File: config.mk
export PLATFORM = sky130hd
export DESIGN_NAME = keypad_entry_buffer
export DESIGN_NICKNAME = d
export VERILOG_FILES = /design/src/rtl/keypad_entry_buffer.sv
export SDC_FILE = /design/constraint.sdc
export NUM_CORES = 1
export LEC_CHECK = 0
export BUFFER_PORTS_ARGS = -buffer_cell sky130_fd_sc_hd__buf_2
export CAP_MARGIN = 20
export CORE_MARGIN = 2
export CORE_UTILIZATION = 27
export CTS_BUF_LIST = sky130_fd_sc_hd__clkbuf_2
export DETAILED_ROUTE_END_ITERATION = 8
export GPL_ROUTABILITY_DRIVEN = 0
export PLACE_DENSITY = 0.55
export SKIP_LAST_GASP = 1
export SYNTH_ARGS = -nofsm -noshare
export SYNTH_HDL_FRONTEND = slang
export SYNTH_SLANG_ARGS = --single-unit
File: constraint.sdc
create_clock -name CLOCK_50 -period 3.5 [get_ports CLOCK_50]
set_input_delay 0.7 -clock CLOCK_50 [delete_from_list [all_inputs] [get_ports CLOCK_50]]
set_output_delay 0.7 -clock CLOCK_50 [all_outputs]
set_load 0.02 [all_outputs]
File: src/rtl/keypad_entry_buffer.sv
// keypad_entry_buffer: builds a 6-digit BCD entry from the debounced keypad stream,
// shifted in from the right, and commits it with a one-cycle strobe.
//   CLOCK_50       - system clock
//   Reset          - asynchronous active-low reset
//   debouncedKey   - debounced key code
//   debouncedValid - high while a debounced key is held
//   Digits         - {Digit5..Digit0} BCD, Digit0 rightmost
//   DigitOn        - per-digit display enables
//   EnteredValue   - BCD value latched at last commit
//   EnteredStrobe  - one-cycle pulse on commit
//   Overflow       - sticky: digit pressed while full
//   Full           - six digits entered
module keypad_entry_buffer #(
  parameter logic [3:0] KeyBackspace = 4'hE,
  parameter logic [3:0] KeyClear     = 4'hF,
  parameter logic [3:0] KeyEnter     = 4'hD
) (
  input  logic        CLOCK_50,
  input  logic        Reset,
  input  logic [3:0]  debouncedKey,
  input  logic        debouncedValid,
  output logic [23:0] Digits,
  output logic [5:0]  DigitOn,
  output logic [23:0] EnteredValue,
  output logic        EnteredStrobe,
  output logic        Overflow,
  output logic        Full
);

  typedef enum logic [1:0] {EMPTY, ENTRY, FULL, DONE} state_t;

  state_t      state_q, state_d;
  logic [23:0] digits_q, digits_d;
  logic [2:0]  cnt_q, cnt_d;
  logic [5:0]  on_q, on_d;
  logic [23:0] entered_q, entered_d;
  logic        strobe_q, strobe_d;
  logic        ovf_q, ovf_d;
  logic        last_valid_q, last_valid_d;

  logic ev, is_digit, is_bs, is_clr, is_ent, commit;

  function automatic logic [5:0] on_mask(input logic [2:0] n);
    logic [6:0] m;
    m = (7'd1 << n) - 7'd1;
    return m[5:0];
  endfunction

  always_comb begin
    ev       = debouncedValid && !last_valid_q;
    is_digit = (debouncedKey <= 4'd9);
    is_bs    = (debouncedKey == KeyBackspace);
    is_clr   = (debouncedKey == KeyClear);
    is_ent   = (debouncedKey == KeyEnter);

    state_d      = state_q;
    digits_d     = digits_q;
    cnt_d        = cnt_q;
    on_d         = on_q;
    entered_d    = entered_q;
    strobe_d     = 1'b0;
    ovf_d        = ovf_q;
    last_valid_d = debouncedValid;
    commit       = 1'b0;

    if (ev) begin
      if (is_bs || is_clr || is_ent) ovf_d = 1'b0;
      case (state_q)
        EMPTY: begin
          if (is_digit && debouncedKey != 4'd0) begin
            digits_d = {digits_q[19:0], debouncedKey};
            cnt_d    = 3'd1;
            state_d  = ENTRY;
          end else if (is_ent) begin
            commit  = 1'b1;
            on_d    = 6'b000001;
            state_d = DONE;
          end
        end
        ENTRY: begin
          if (is_digit) begin
            digits_d = {digits_q[19:0], debouncedKey};
            cnt_d    = cnt_q + 3'd1;
            if (cnt_q == 3'd5) state_d = FULL;
          end else if (is_bs) begin
            digits_d = {4'h0, digits_q[23:4]};
            cnt_d    = cnt_q - 3'd1;
            if (cnt_q == 3'd1) state_d = EMPTY;
          end else if (is_clr) begin
            digits_d = '0;
            cnt_d    = '0;
            state_d  = EMPTY;
          end else if (is_ent) begin
            commit  = 1'b1;
            state_d = DONE;
          end
        end
        FULL: begin
          if (is_digit) begin
            ovf_d = 1'b1;
          end else if (is_bs) begin
            digits_d = {4'h0, digits_q[23:4]};
            cnt_d    = 3'd5;
            state_d  = ENTRY;
          end else if (is_clr) begin
            digits_d = '0;
            cnt_d    = '0;
            state_d  = EMPTY;
          end else if (is_ent) begin
            commit  = 1'b1;
            state_d = DONE;
          end
        end
        DONE: begin
          if (is_digit) begin
            digits_d = {20'h0, debouncedKey};
            if (debouncedKey != 4'd0) begin
              cnt_d   = 3'd1;
              state_d = ENTRY;
            end else begin
              cnt_d   = '0;
              state_d = EMPTY;
            end
          end else if (is_clr) begin
            digits_d = '0;
            cnt_d    = '0;
            state_d  = EMPTY;
          end else if (is_ent) begin
            commit = 1'b1;
          end
        end
        default: state_d = EMPTY;
      endcase
      // DONE holds the enables it was entered with; elsewhere they follow the count
      if (state_d != DONE) on_d = on_mask(cnt_d);
    end

    if (commit) begin
      entered_d = digits_q;
      strobe_d  = 1'b1;
    end
  end

  always_ff @(posedge CLOCK_50 or negedge Reset) begin
    if (!Reset) begin
      state_q      <= EMPTY;
      digits_q     <= '0;
      cnt_q        <= '0;
      on_q         <= '0;
      entered_q    <= '0;
      strobe_q     <= 1'b0;
      ovf_q        <= 1'b0;
      last_valid_q <= 1'b0;
    end else begin
      state_q      <= state_d;
      digits_q     <= digits_d;
      cnt_q        <= cnt_d;
      on_q         <= on_d;
      entered_q    <= entered_d;
      strobe_q     <= strobe_d;
      ovf_q        <= ovf_d;
      last_valid_q <= last_valid_d;
    end
  end

  assign Digits        = digits_q;
  assign DigitOn       = on_q;
  assign EnteredValue  = entered_q;
  assign EnteredStrobe = strobe_q;
  assign Overflow      = ovf_q;
  assign Full          = (state_q == FULL);

endmodule
==> results of run 1 <==
==> power breakdown <==
part           internal (mW)  switching (mW)  leakage (nW)
clock network          0.232           0.287        0.0770
registers              0.906           0.230         0.831
logic                  0.622           0.990          1.12
==> registers in the layout, indices dropped and copies added (netlist names) <==
name / count
DigitOn: 6
Digits: 24
EnteredStrobe: 1
EnteredValue: 24
Overflow: 1
cnt_q: 3
last_valid_q: 1
state_q: 2
==> layout make-up <==
type	count	area, µm²	share of cell area
antenna	1	2.50	0.000615
clock buffer	9	45.0	0.0111
clock inverter	7	88.8	0.0218
inverter	27	101	0.0249
multi-input combinational	216	1660	0.408
sequential	62	1550	0.381
tap	172	215	0.0529
timing repair buffer	75	405	0.0996
==> cell families (layout without fill, tap and decap cells) <==
family,after synthesis,after routing,share of synthesized area
compound gates,110,110,0.243
xor+xnor,1,1,0.00251
fa+ha+maj,9,9,0.0316
buf+inv,53,118,0.0796
flops,62,62,0.445
mux,27,27,0.0864
other cells,0,1,0
simple gates,69,69,0.112
==> metrics by stage <==
step           power (mW)  cells
3_5_place_dp         2.75    552
2_1_floorplan        2.23    331
3_3_place_gp         2.73    552
5_1_grt              3.50    569
6_report             3.27    569
4_1_cts              3.28    568
==> metal layers <==
metal	track usage	up-vias	part of all wire
met4	0.0520	0	0.019
met1	0.174	1506	0.45
met3	0.0383	15	0.045
met2	0.228	84	0.48
met5	0	-	0
li1	-	1378	-
==> layout by cell type, fill, tap and decap left out, drive strengths merged, types with 4 or more instances in the layout <==
master	count
a222oi	15
nand2b	6
and3	4
a21oi	15
clkinv	5
nand2	19
nand3	4
clkbuf	9
a22o	4
nor4	4
inv	26
a31oi	6
nor2	10
dfrtp	62
buf	75
nor3	4
mux2	25
ha	8
o21ai	25
==> final timing paths <==
kind,end,slack [ps],cells after the start
worst max-delay path,DigitOn[2]$_DFFE_PN0P_,390,11
worst min-delay path,Digits[4]$_DFFE_PN0P_,260,1
worst max register to register,DigitOn[2]$_DFFE_PN0P_,390,11
worst min register to register,DigitOn[3]$_DFFE_PN0P_,510,1
max in group asynchronous,EnteredValue[5]$_DFFE_PN0P_,2440,2
min in group CLOCK_50,last_valid_q$_DFF_PN0_,340,1
==> worst reg2reg max path, stage by stage (launching register included) <==
cell      delay [ps]
dfrtp_1          500
inv_1            180
ha_1             330
inv_1            150
o32a_1           360
a221oi_2         350
o22ai_1          210
nand2_1          130
ha_1             240
nor3_1            90
or3_1            350
o31ai_2          170
==> out/results.txt, run 1 <==
The run finished with clean final reports. The endpoint required time on the critical path is 3940 ps, and the average detailed-routed wire length per instance is 16.6 µm. The tools report the final count of pins violating max slew as 0. For this run, design rule violations remaining after detail routing come to 0. The commonest cells after synthesis are dfrtp_1 (62), inv_1 (25), mux2_2 (25). The run gives 0 as the number of failing setup endpoints in the final timing report. In this run the number of H-tree levels came out at 3. I/O pin count: 64.

The clock passes through at most 2 buffers. In this run the critical register-to-register path is launched from state_q[1]$_DFFE_PN0P_. Buffers inserted to repair hold after CTS numbered 0.

The tools report the initial standard-cell utilization of the core as 0.277. TritonCTS built the clock tree. Clock-pin slew was measured on the worst setup and hold paths at 210 ps. When the netlist entered floorplanning its net count stood at 346. The global-route congestion overflow total is 0, and the power density of the placed cells is 803 mW/mm². During placement, the flow inserted port buffers numbering 63. The type of the worst setup path was reg2reg. The cell with the largest stage delay on the worst path was dfrtp_1. For the part of the Yosys area used for sequential elements, the log shows 0.445. The number of gates resized after CTS is 0, and the placement-stage cell area is 0.00393 mm².

Summing every instance area after synthesis gives 0.00349 mm². The upper clock frequency limit came out at 322 MHz. The worst-case setup slack after placement is 253 ps.

The final core area utilization was 0.323. The number of sinks handled by clock tree synthesis is 62, and the synthesized area per cell is 10.5 µm². The biggest fanout along the worst timing path was 7; the clock period minus final worst setup slack was 3110 ps. The dominant register cell in the synthesized netlist was dfrtp_1. The largest area contributor in the synthesized netlist was dfrtp_1. The root cell of the clock tree was clkbuf_2.

Counting flops with a built-in enable in the synthesized netlist gives 0. The logs give 0.0138 mm² for the full die area and 40 for the maximum number of pins on one net before global-route repair. The gate family responsible for the most delay along the worst path was compound AO/OA/AOI/OAI gates. The layout overhead on the synthesized area is 16.6%. Buffers added to address setup during post-CTS repair amount to 0. The via count of the first global-routing pass was 2859. The final-layout setup total negative slack is 0 ps. STA classifies the critical path startpoint as a flop. During synthesis, Yosys emitted a total of 0 warnings. For the pin with the worst max-slew slack, the measured transition is 873 ps. In this design, the stage delay of the slowest critical-path cell is 500 ps. The estimated wirelength of the detail-placed design was 6.63 mm; the area of the core was 0.0126 mm². In the post-synthesis netlist, the cell with the most instances is dfrtp_1.

At the end of the flow, the number of nets in the layout was 406. The run gives 9 as the TritonCTS buffer count. Setup repair after global routing left no endpoint under its margin. The cell count after synthesis is 331, and the proportion of synthesized flip-flops having asynchronous set or reset is 1.00. Across the VDD grid, the largest voltage drop is 0.211 mV.

The portion of the clock cycle consumed by the worst path in the final layout is 0.888, and the count of filler cells inserted in the layout is 1342. Once layout is done, the placed cells without fillers occupy 0.00407 mm². The DRC violation total after the first TritonRoute iteration was 300. The relative slew slack was 0.418; the first-pass GRT wire length was 15.3 mm.

Data on the critical path arrives at its endpoint at 3550 ps. Kind of end point of the critical path: a flop. The average via count per standard cell works out to 5.24. The worst setup path startpoint is state_q[1]$_DFFE_PN0P_. Sorting the synthesized cells by area gives the leading types as dfrtp_1 (44%), mux2_2 (8.1%), a222oi_1 (4.3%). The overall via count from detail_route is 2983. The signal on the critical path passes through inv_1 -> ha_1 -> inv_1 -> o32a_1 -> a221oi_2 -> o22ai_1 -> nand2_1 -> ha_1 -> nor3_1 -> or3_1 -> o31ai_2. The final hold violation count was 0. On the final layout, the worst clock skew is 35.8 ps.

Summed over all layers, the routed wires come to 9.42 mm. The share of Yosys cell area claimed by the top area cell type is 0.445. The tools report the number of iterations in the first detailed-routing pass as 6. The proportion of layout cells with a drive suffix above 1 is 0.326, and the post-detailed-route count of antenna-violating nets is 0. Final hold analysis gives a worst-case slack of 264 ps. The y dimension of the die was 118 µm; the count of different cell masters after synthesis was 70. Together, buffers and inverters on the worst path number 2. The run gives 1 as the initial antenna violation count. After synthesis the netlist holds a flip-flop and latch count of 62. For the number of core rows, the log shows 41. The die is 118 µm wide. The max-cap violation count came out at 0. The type of the tightest min-delay check is in2async. At the later pin of the worst-skew pair, clock insertion delay measures 520 ps. In this run the static leakage power is 2.03 nW.

For the smallest setup slack after layout, the log shows 390 ps. The tools report the all-layer global routing usage as 0.139.
Power figures use the tool's default switching activity.
==> run 2, diff against run 1 <==
- ABC_AREA: default -> 1
- CTS_CLUSTER_SIZE: default -> 10
==> out/results.txt, run 2 <==
The run finished with clean final reports. The count of input and output buffers is 63 (unchanged). The cell depth of the worst flop-to-flop path is 13 (was 11), and the first-pass GRT wire length is 15.4 mm (was 15.3 mm). The tools report the post-detailed-route count of antenna-violating nets as 0 (unchanged). The type of the tightest min-delay check was in2async (unchanged). The max-cap violation count is 0 (unchanged). The worst setup path startpoint is state_q[1]$_DFFE_PN0P_ (unchanged). The tools report the arrival time of the worst setup path as 3030 ps (was 3550 ps).

Type of the worst setup path: reg2reg (unchanged). The post-synthesis compound-gate area fraction is 0.185 (was 0.243). The cell total after placement is 649 (was 552), and the synthesized area per cell is 8.21 µm² (was 10.5 µm²). Estimated wirelength of the detail-placed design: 6.77 mm (was 6.63 mm).

The cell count after synthesis is 425 (was 331), and the initial antenna violation count is 1 (unchanged). The tools report the reg2reg setup slack as 900 ps (was 390 ps). The dominant register cell in the synthesized netlist was dfrtp_1 (unchanged).

The logs give 1379 (was 1342) for the count of filler cells inserted in the layout and 504 (was 406) for the final net count. The clock-pin slew reported for the worst setup and hold paths after clock tree synthesis was 200 ps (was 210 ps). The run gives 0 (unchanged) as the number of remaining DRC errors. The xor/xnor cell area share of the yosys netlist is 0.00251 (unchanged), and the number of core rows is 41 (unchanged). The clock period minus final worst setup slack was 2600 ps (was 3110 ps); the initial standard-cell utilization of the core was 0.277 (unchanged).

The layout overhead on the synthesized area was 18.0% (was 16.6%); the setup skew after layout was 43.4 ps (was 35.8 ps). The launch instance of the worst register-to-register path is state_q[1]$_DFFE_PN0P_ (unchanged). Portion of the clock cycle consumed by the worst path in the final layout: 0.744 (was 0.888). The I/O pin count is 64 (unchanged).

The quantity of hold-fixing buffers added after cts was 0 (unchanged); the number of nets in the synthesized netlist was 440 (was 346). Largest area contributor in the synthesized netlist: dfrtp_1 (unchanged). The proportion of layout cells with a drive suffix above 1 came out at 0.268 (was 0.326). The tools report the endpoint required time on the critical path as 3930 ps (was 3940 ps). The y dimension of the die was 118 µm (unchanged); the relative slew slack was 0.549 (was 0.418). The tools report the H-tree level count as 3 (unchanged). The power density of the placed cells came out at 866 mW/mm² (was 803 mW/mm²).

Post-synth top cells: nand2_1 (106), dfrtp_1 (62), inv_1 (49) (was dfrtp_1 (62), inv_1 (25), mux2_2 (25)). The run gives 169 (was 300) as the DRC violation total after the first TritonRoute iteration. The adder and majority cell fraction of the synthesized area is 0.0287 (was 0.0316). Most common cell after layout, fill and taps aside: nand2_1 (was buf_2). The run gives 0 (unchanged) as the count of yosys warnings during synthesis. The multiplexer fraction of the synthesized cell area was 0 (was 0.0864).

The tools report the all-layer global routing usage as 0.138 (was 0.139). Actual slew at the worst max-slew pin: 672 ps (was 873 ps). The most repeated cell in the gate-level netlist after synthesis is nand2_1 (was dfrtp_1).

Top cells by area in the synthesized netlist: dfrtp_1 (44%), nand2_1 (11%), o21ai_0 (5.7%) (was dfrtp_1 (44%), mux2_2 (8.1%), a222oi_1 (4.3%)). The number of enable-type register cells in the synthesized netlist works out to 0 (unchanged). The number of iterations in the first detailed-routing pass came out at 5 (was 6). The share of Yosys cell area claimed by the top area cell type works out to 0.445 (unchanged). The maximum vdd ir drop is 0.199 mV (was 0.211 mV), and the average detailed-routed wire length per instance is 14.0 µm (was 16.6 µm). The biggest fanout along the worst timing path was 11 (was 7); the maximum number of pins on one net before global-route repair was 50 (was 40). The proportion of synthesized flip-flops having asynchronous set or reset was 1.00 (unchanged); the area of the core was 0.0126 mm² (unchanged). Commonest cells after routing, fill and taps aside: nand2_1 (106), buf_2 (63), dfrtp_1 (62), inv_1 (49), o21ai_0 (40) (was buf_2 (63), dfrtp_1 (62), inv_1 (25), mux2_2 (25), o21ai_0 (21)).

Final-layout setup total negative slack: 0 ps (unchanged). For the clock latency of the later-clocked register in the worst-skew pair, the log shows 530 ps (was 520 ps). The overall via count from detail_route came out at 3124 (was 2983). The element type at the critical path start was a flop (unchanged). The TritonCTS buffer count came out at 9 (unchanged). For the part of the Yosys area used for sequential elements, the log shows 0.445 (unchanged). The number of flip-flops and latches in the synthesized netlist is 62 (unchanged), and the worst-case clock buffer depth is 2 (unchanged). The final count of pins violating max slew was 0 (unchanged); the count of different cell masters after synthesis was 36 (was 70). The total wirelength of the detailed-routed design was 9.33 mm (was 9.42 mm); the number of sinks handled by clock tree synthesis was 62 (unchanged).

The simple-gate portion of the synthesized area was 0.248 (was 0.112). The combinational family with the most area after synthesis was simple AND/OR/NAND/NOR gates (was compound AO/OA/AOI/OAI gates). The capture point of the worst reg-to-reg path was DigitOn[2]$_DFFE_PN0P_ (unchanged). Setup repair after global routing left no endpoint under its margin. The upper clock frequency limit came out at 384 MHz (was 322 MHz).

The logs give 0 (unchanged) for the final hold violation count and 2.03 nW (about the same) for the leakage power. Kind of end point of the critical path: a flop (unchanged). The global-route congestion overflow total was 0 (unchanged); the via count of the first global-routing pass was 3013 (was 2859). The number of standard cells in the layout, taps in and fillers out came out at 666 (was 569). Post-CTS setup repair buffer count: 0 (unchanged). The tools report the root cell of the clock tree as clkbuf_2 (unchanged). The summed instance area of the synthesized netlist came out at 0.00349 mm² (unchanged).

The number of failing setup endpoints in the final timing report was 0 (unchanged). The full die area is 0.0138 mm² (unchanged). TritonCTS built the clock tree.

The number of gates resized after CTS was 0 (unchanged); the overall die width was 118 µm (unchanged). The average via count per standard cell works out to 4.69 (was 5.24).
## run 2: how the worst max path moves through the flow
stage,endpoint,slack (ps),cells past startpoint
4_1_cts,DigitOn[2]$_DFFE_PN0P_,910,13
6_report,DigitOn[2]$_DFFE_PN0P_,900,13
3_5_place_dp,DigitOn[2]$_DFFE_PN0P_,790,16
3_3_place_gp,DigitOn[2]$_DFFE_PN0P_,820,16
2_1_floorplan,DigitOn[2]$_DFFE_PN0P_,1130,18
5_1_grt,DigitOn[2]$_DFFE_PN0P_,700,13
## run 2: routing by layer
metal	share of wire	global-route usage
met1	0.46	0.185
met2	0.47	0.211
met3	0.058	0.0334
met4	0.020	0.0580
met5	0	0
## run 2: final cells by class
class	count	area [µm²]	area share
antenna	1	2.50	0.000608
clock buffer	10	50.0	0.0122
clock inverter	5	75.1	0.0182
inverter	59	221	0.0538
multi-input combinational	287	1620	0.394
sequential	62	1550	0.377
tap	172	215	0.0523
timing repair buffer	70	380	0.0924
## run 2: worst max-delay path: stages (launching register included)
cell	delay, ps
dfrtp_1	460
inv_1	170
ha_1	430
inv_1	260
a21oi_4	230
nand2_1	120
nand2_2	120
nand2_1	70
nor2_2	90
inv_1	50
ha_1	210
o21bai_1	160
nand3_1	70
nand2_1	50
## run 2: per-stage QoR
stage	total power, mW	area [µm²]	utilization	setup slack (ps)	hold slack, ps
3_5_place_dp	3.08	3970	0.314	791	462
5_1_grt	3.85	4120	0.326	704	41.6
6_report	3.56	4120	0.326	896	70.6
3_3_place_gp	3.05	3970	0.314	823	456
4_1_cts	3.59	4090	0.324	905	256
2_1_floorplan	2.50	3490	-	1130	404
## run 2: cells by family after synthesis
| logic type | after synthesis |
|---|---|
| buffers and inverters | 76 |
| AO/OA/AOI/OAI | 96 |
| AND/OR/NAND/NOR | 182 |
| XOR/XNOR | 1 |
| adder cells (fa/ha/maj) | 8 |
| flip-flops | 62 |
## run 2: where the power goes
group	leakage, nW	switching, mW	total, mW	internal (mW)
sequential	0.825	0.207	1.19	0.987
combinational	1.14	1.26	1.86	0.607
clock	0.0731	0.275	0.506	0.231
==> run 3, diff against run 2 <==
- clock period: 3.5 -> 2.4 ns (I/O delays scaled with it)
==> out/results.txt, run 3 (same netlist as run 2, synthesis figures left out) <==
The flow ran to the end, and the final reports show no timing, DRC or antenna violations. The final-layout setup total negative slack came out at 0 ps (unchanged). The combined area of the multi-input logic cells is 0.00162 mm² (about the same).

The clock-pin slew reported for the worst setup and hold paths after clock tree synthesis was 180 ps (was 200 ps). Type of the worst setup path: reg2out (was reg2reg). The final core area utilization is 0.334 (was 0.326), and the final count of pins violating max slew is 0 (unchanged). Kind of end point of the critical path: an output port (was a flop).

For the number of iterations in the first detailed-routing pass, the log shows 5 (unchanged). The type of the tightest min-delay check was in2reg (was in2async). Commonest cells after routing, fill and taps aside: nand2_1 (106), buf_2 (63), dfrtp_1 (62), inv_1 (48), o21ai_0 (40) (was nand2_1 (106), buf_2 (63), dfrtp_1 (62), inv_1 (49), o21ai_0 (40)). Timing would allow up to 448 MHz. The placement-stage cell area is 0.00407 mm² (was 0.00397 mm²), and the arrival time of the worst setup path is 1750 ps (was 3030 ps). The clock latency of the later-clocked register in the worst-skew pair was 520 ps (was 530 ps). Setup repair after global routing left no endpoint under its margin.

The layout overhead on the synthesized area works out to 20.9% (was 18.0%). The run gives 0 (unchanged) as the final hold violation count. The estimated wirelength of the detail-placed design is 6.92 mm (was 6.77 mm), and the H-tree level count is 3 (unchanged). The number of sinks handled by clock tree synthesis is 62 (unchanged). The run gives 0 (unchanged) as the number of remaining DRC errors. For the worst-case setup slack after placement, the log shows 63.1 ps (was 791 ps). TritonCTS built the clock tree. The total power after layout is 5.23 mW (was 3.56 mW), and the post-detailed-route count of antenna-violating nets is 0 (unchanged). Subtracting the final worst setup slack from the clock period gives 2230 ps. Element type at the critical path start: a flop (unchanged).

The initial antenna violation count is 1 (unchanged), and the first-pass GRT wire length is 15.6 mm (was 15.4 mm). The max-cap violation count is 0 (unchanged), and the biggest fanout along the worst timing path is 6 (was 11). The root cell of the clock tree was clkbuf_2 (unchanged). The average detailed-routed wire length per instance is 13.8 µm (was 14.0 µm), and the initial standard-cell utilization of the core is 0.277 (unchanged). The number of failing setup endpoints in the final timing report was 0 (unchanged); the power density of the placed cells was 1240 mW/mm² (was 866 mW/mm²). The proportion of layout cells with a drive suffix above 1 is 0.291 (was 0.268). The relative slew slack came out at 0.662 (was 0.549). The final standard cell area without fillers is 0.00422 mm² (was 0.00412 mm²), and the maximum vdd ir drop is 0.304 mV (was 0.199 mV). The run gives 41 (unchanged) as the number of core rows.

The count of input and output buffers works out to 63 (unchanged). The endpoint required time on the critical path was 1920 ps (was 3930 ps); the actual slew at the worst max-slew pin was 505 ps (was 672 ps). The smallest setup slack after layout is 167 ps (was 896 ps).

DRC violation total after the first TritonRoute iteration: 251 (was 169). The final net count is 516 (was 504), and the total wirelength of the detailed-routed design is 9.36 mm (was 9.33 mm). The run gives 9 (unchanged) as the TritonCTS buffer count. The logs give 3025 (was 3013) for the via count of the first global-routing pass and 0.00155 mm² (unchanged) for the area of all sequential standard cells.

For the I/O pin count, the log shows 64 (unchanged). The area of the core is 0.0126 mm² (unchanged). The maximum number of pins on one net before global-route repair was 50 (unchanged).

The y dimension of the die is 118 µm (unchanged). The average via count per standard cell works out to 4.68 (was 4.69). The tools report the leakage power as 2.10 nW (was 2.03 nW). The count of filler cells inserted in the layout was 1367 (was 1379). The portion of the clock cycle consumed by the worst path in the final layout was 0.930. The most common cell after layout, fill and taps aside is nand2_1 (unchanged).

The worst-case clock buffer depth was 2 (unchanged); the setup skew after layout was 34.9 ps (was 43.4 ps). The all-layer global routing usage was 0.138 (about the same); the overall via count from detail_route was 3181 (was 3124). Global-route congestion overflow total: 0 (unchanged).

The full die area is 0.0138 mm² (unchanged), and the overall die width is 118 µm (unchanged).
run 3: routing by layer:
| metal | track usage | routed length, µm | vias up | part of all wire |
|---|---|---|---|---|
| met5 | 0 | 0 | - | 0 |
| met4 | 0.0497 | 119 | 0 | 0.013 |
| met3 | 0.0325 | 485 | 7 | 0.052 |
| met2 | 0.217 | 4420 | 77 | 0.47 |
| met1 | 0.186 | 4340 | 1527 | 0.46 |
| li1 | - | - | 1570 | - |
run 3: cell type report:
cell class,instances,share of cell area
clock buffer,9,0.0107
antenna,1,0.000593
multi-input combinational,287,0.385
inverter,59,0.0525
timing repair buffer,82,0.115
sequential,62,0.368
tap,172,0.0510
clock inverter,7,0.0175
run 3: worst max-delay path: stages (launching register included):
cell and delay (ps):
dfrtp_1 440, inv_1 180, ha_1 300, buf_4 180
buf_2 160
run 3: power by group:
group,internal [mW],switching [mW]
clock,0.245,0.434
combinational,0.968,1.85
sequential,1.44,0.299
total,2.65,2.58
run 3: path summary, 6_finish.rpt:
path,start,to,slack (ps),cells after the start
setup / recovery,state_q[0]$_DFFE_PN0P_,Full,170,4
hold / removal,debouncedValid,last_valid_q$_DFF_PN0_,90,1
setup reg to reg,cnt_q[0]$_DFFE_PN0P_,DigitOn[2]$_DFFE_PN0P_,220,17
hold reg to reg,DigitOn[3]$_DFFE_PN0P_,DigitOn[3]$_DFFE_PN0P_,490,2
max in group asynchronous,Reset,Digits[13]$_DFFE_PN0P_,1470,3
min in group asynchronous,Reset,EnteredValue[21]$_DFFE_PN0P_,260,2
run 3: repair_timing:
| item | CTS | global route |
|---|---|---|
| resized for setup | 0 | 2 |
| hold buffers | 1 | 0 |
| hold endpoints to repair | 15 | 0 |
| setup endpoints to repair | 0 | 3 |
| buffers inserted | 0 | 2 |
run 3: stage by stage:
step | std cells | hold slack, ps
floorplan | 425 | 184
global placement | 659 | 297
detailed placement | 659 | 304
CTS | 676 | 37.0
global route | 679 | 32.5
finish | 679 | 93.1
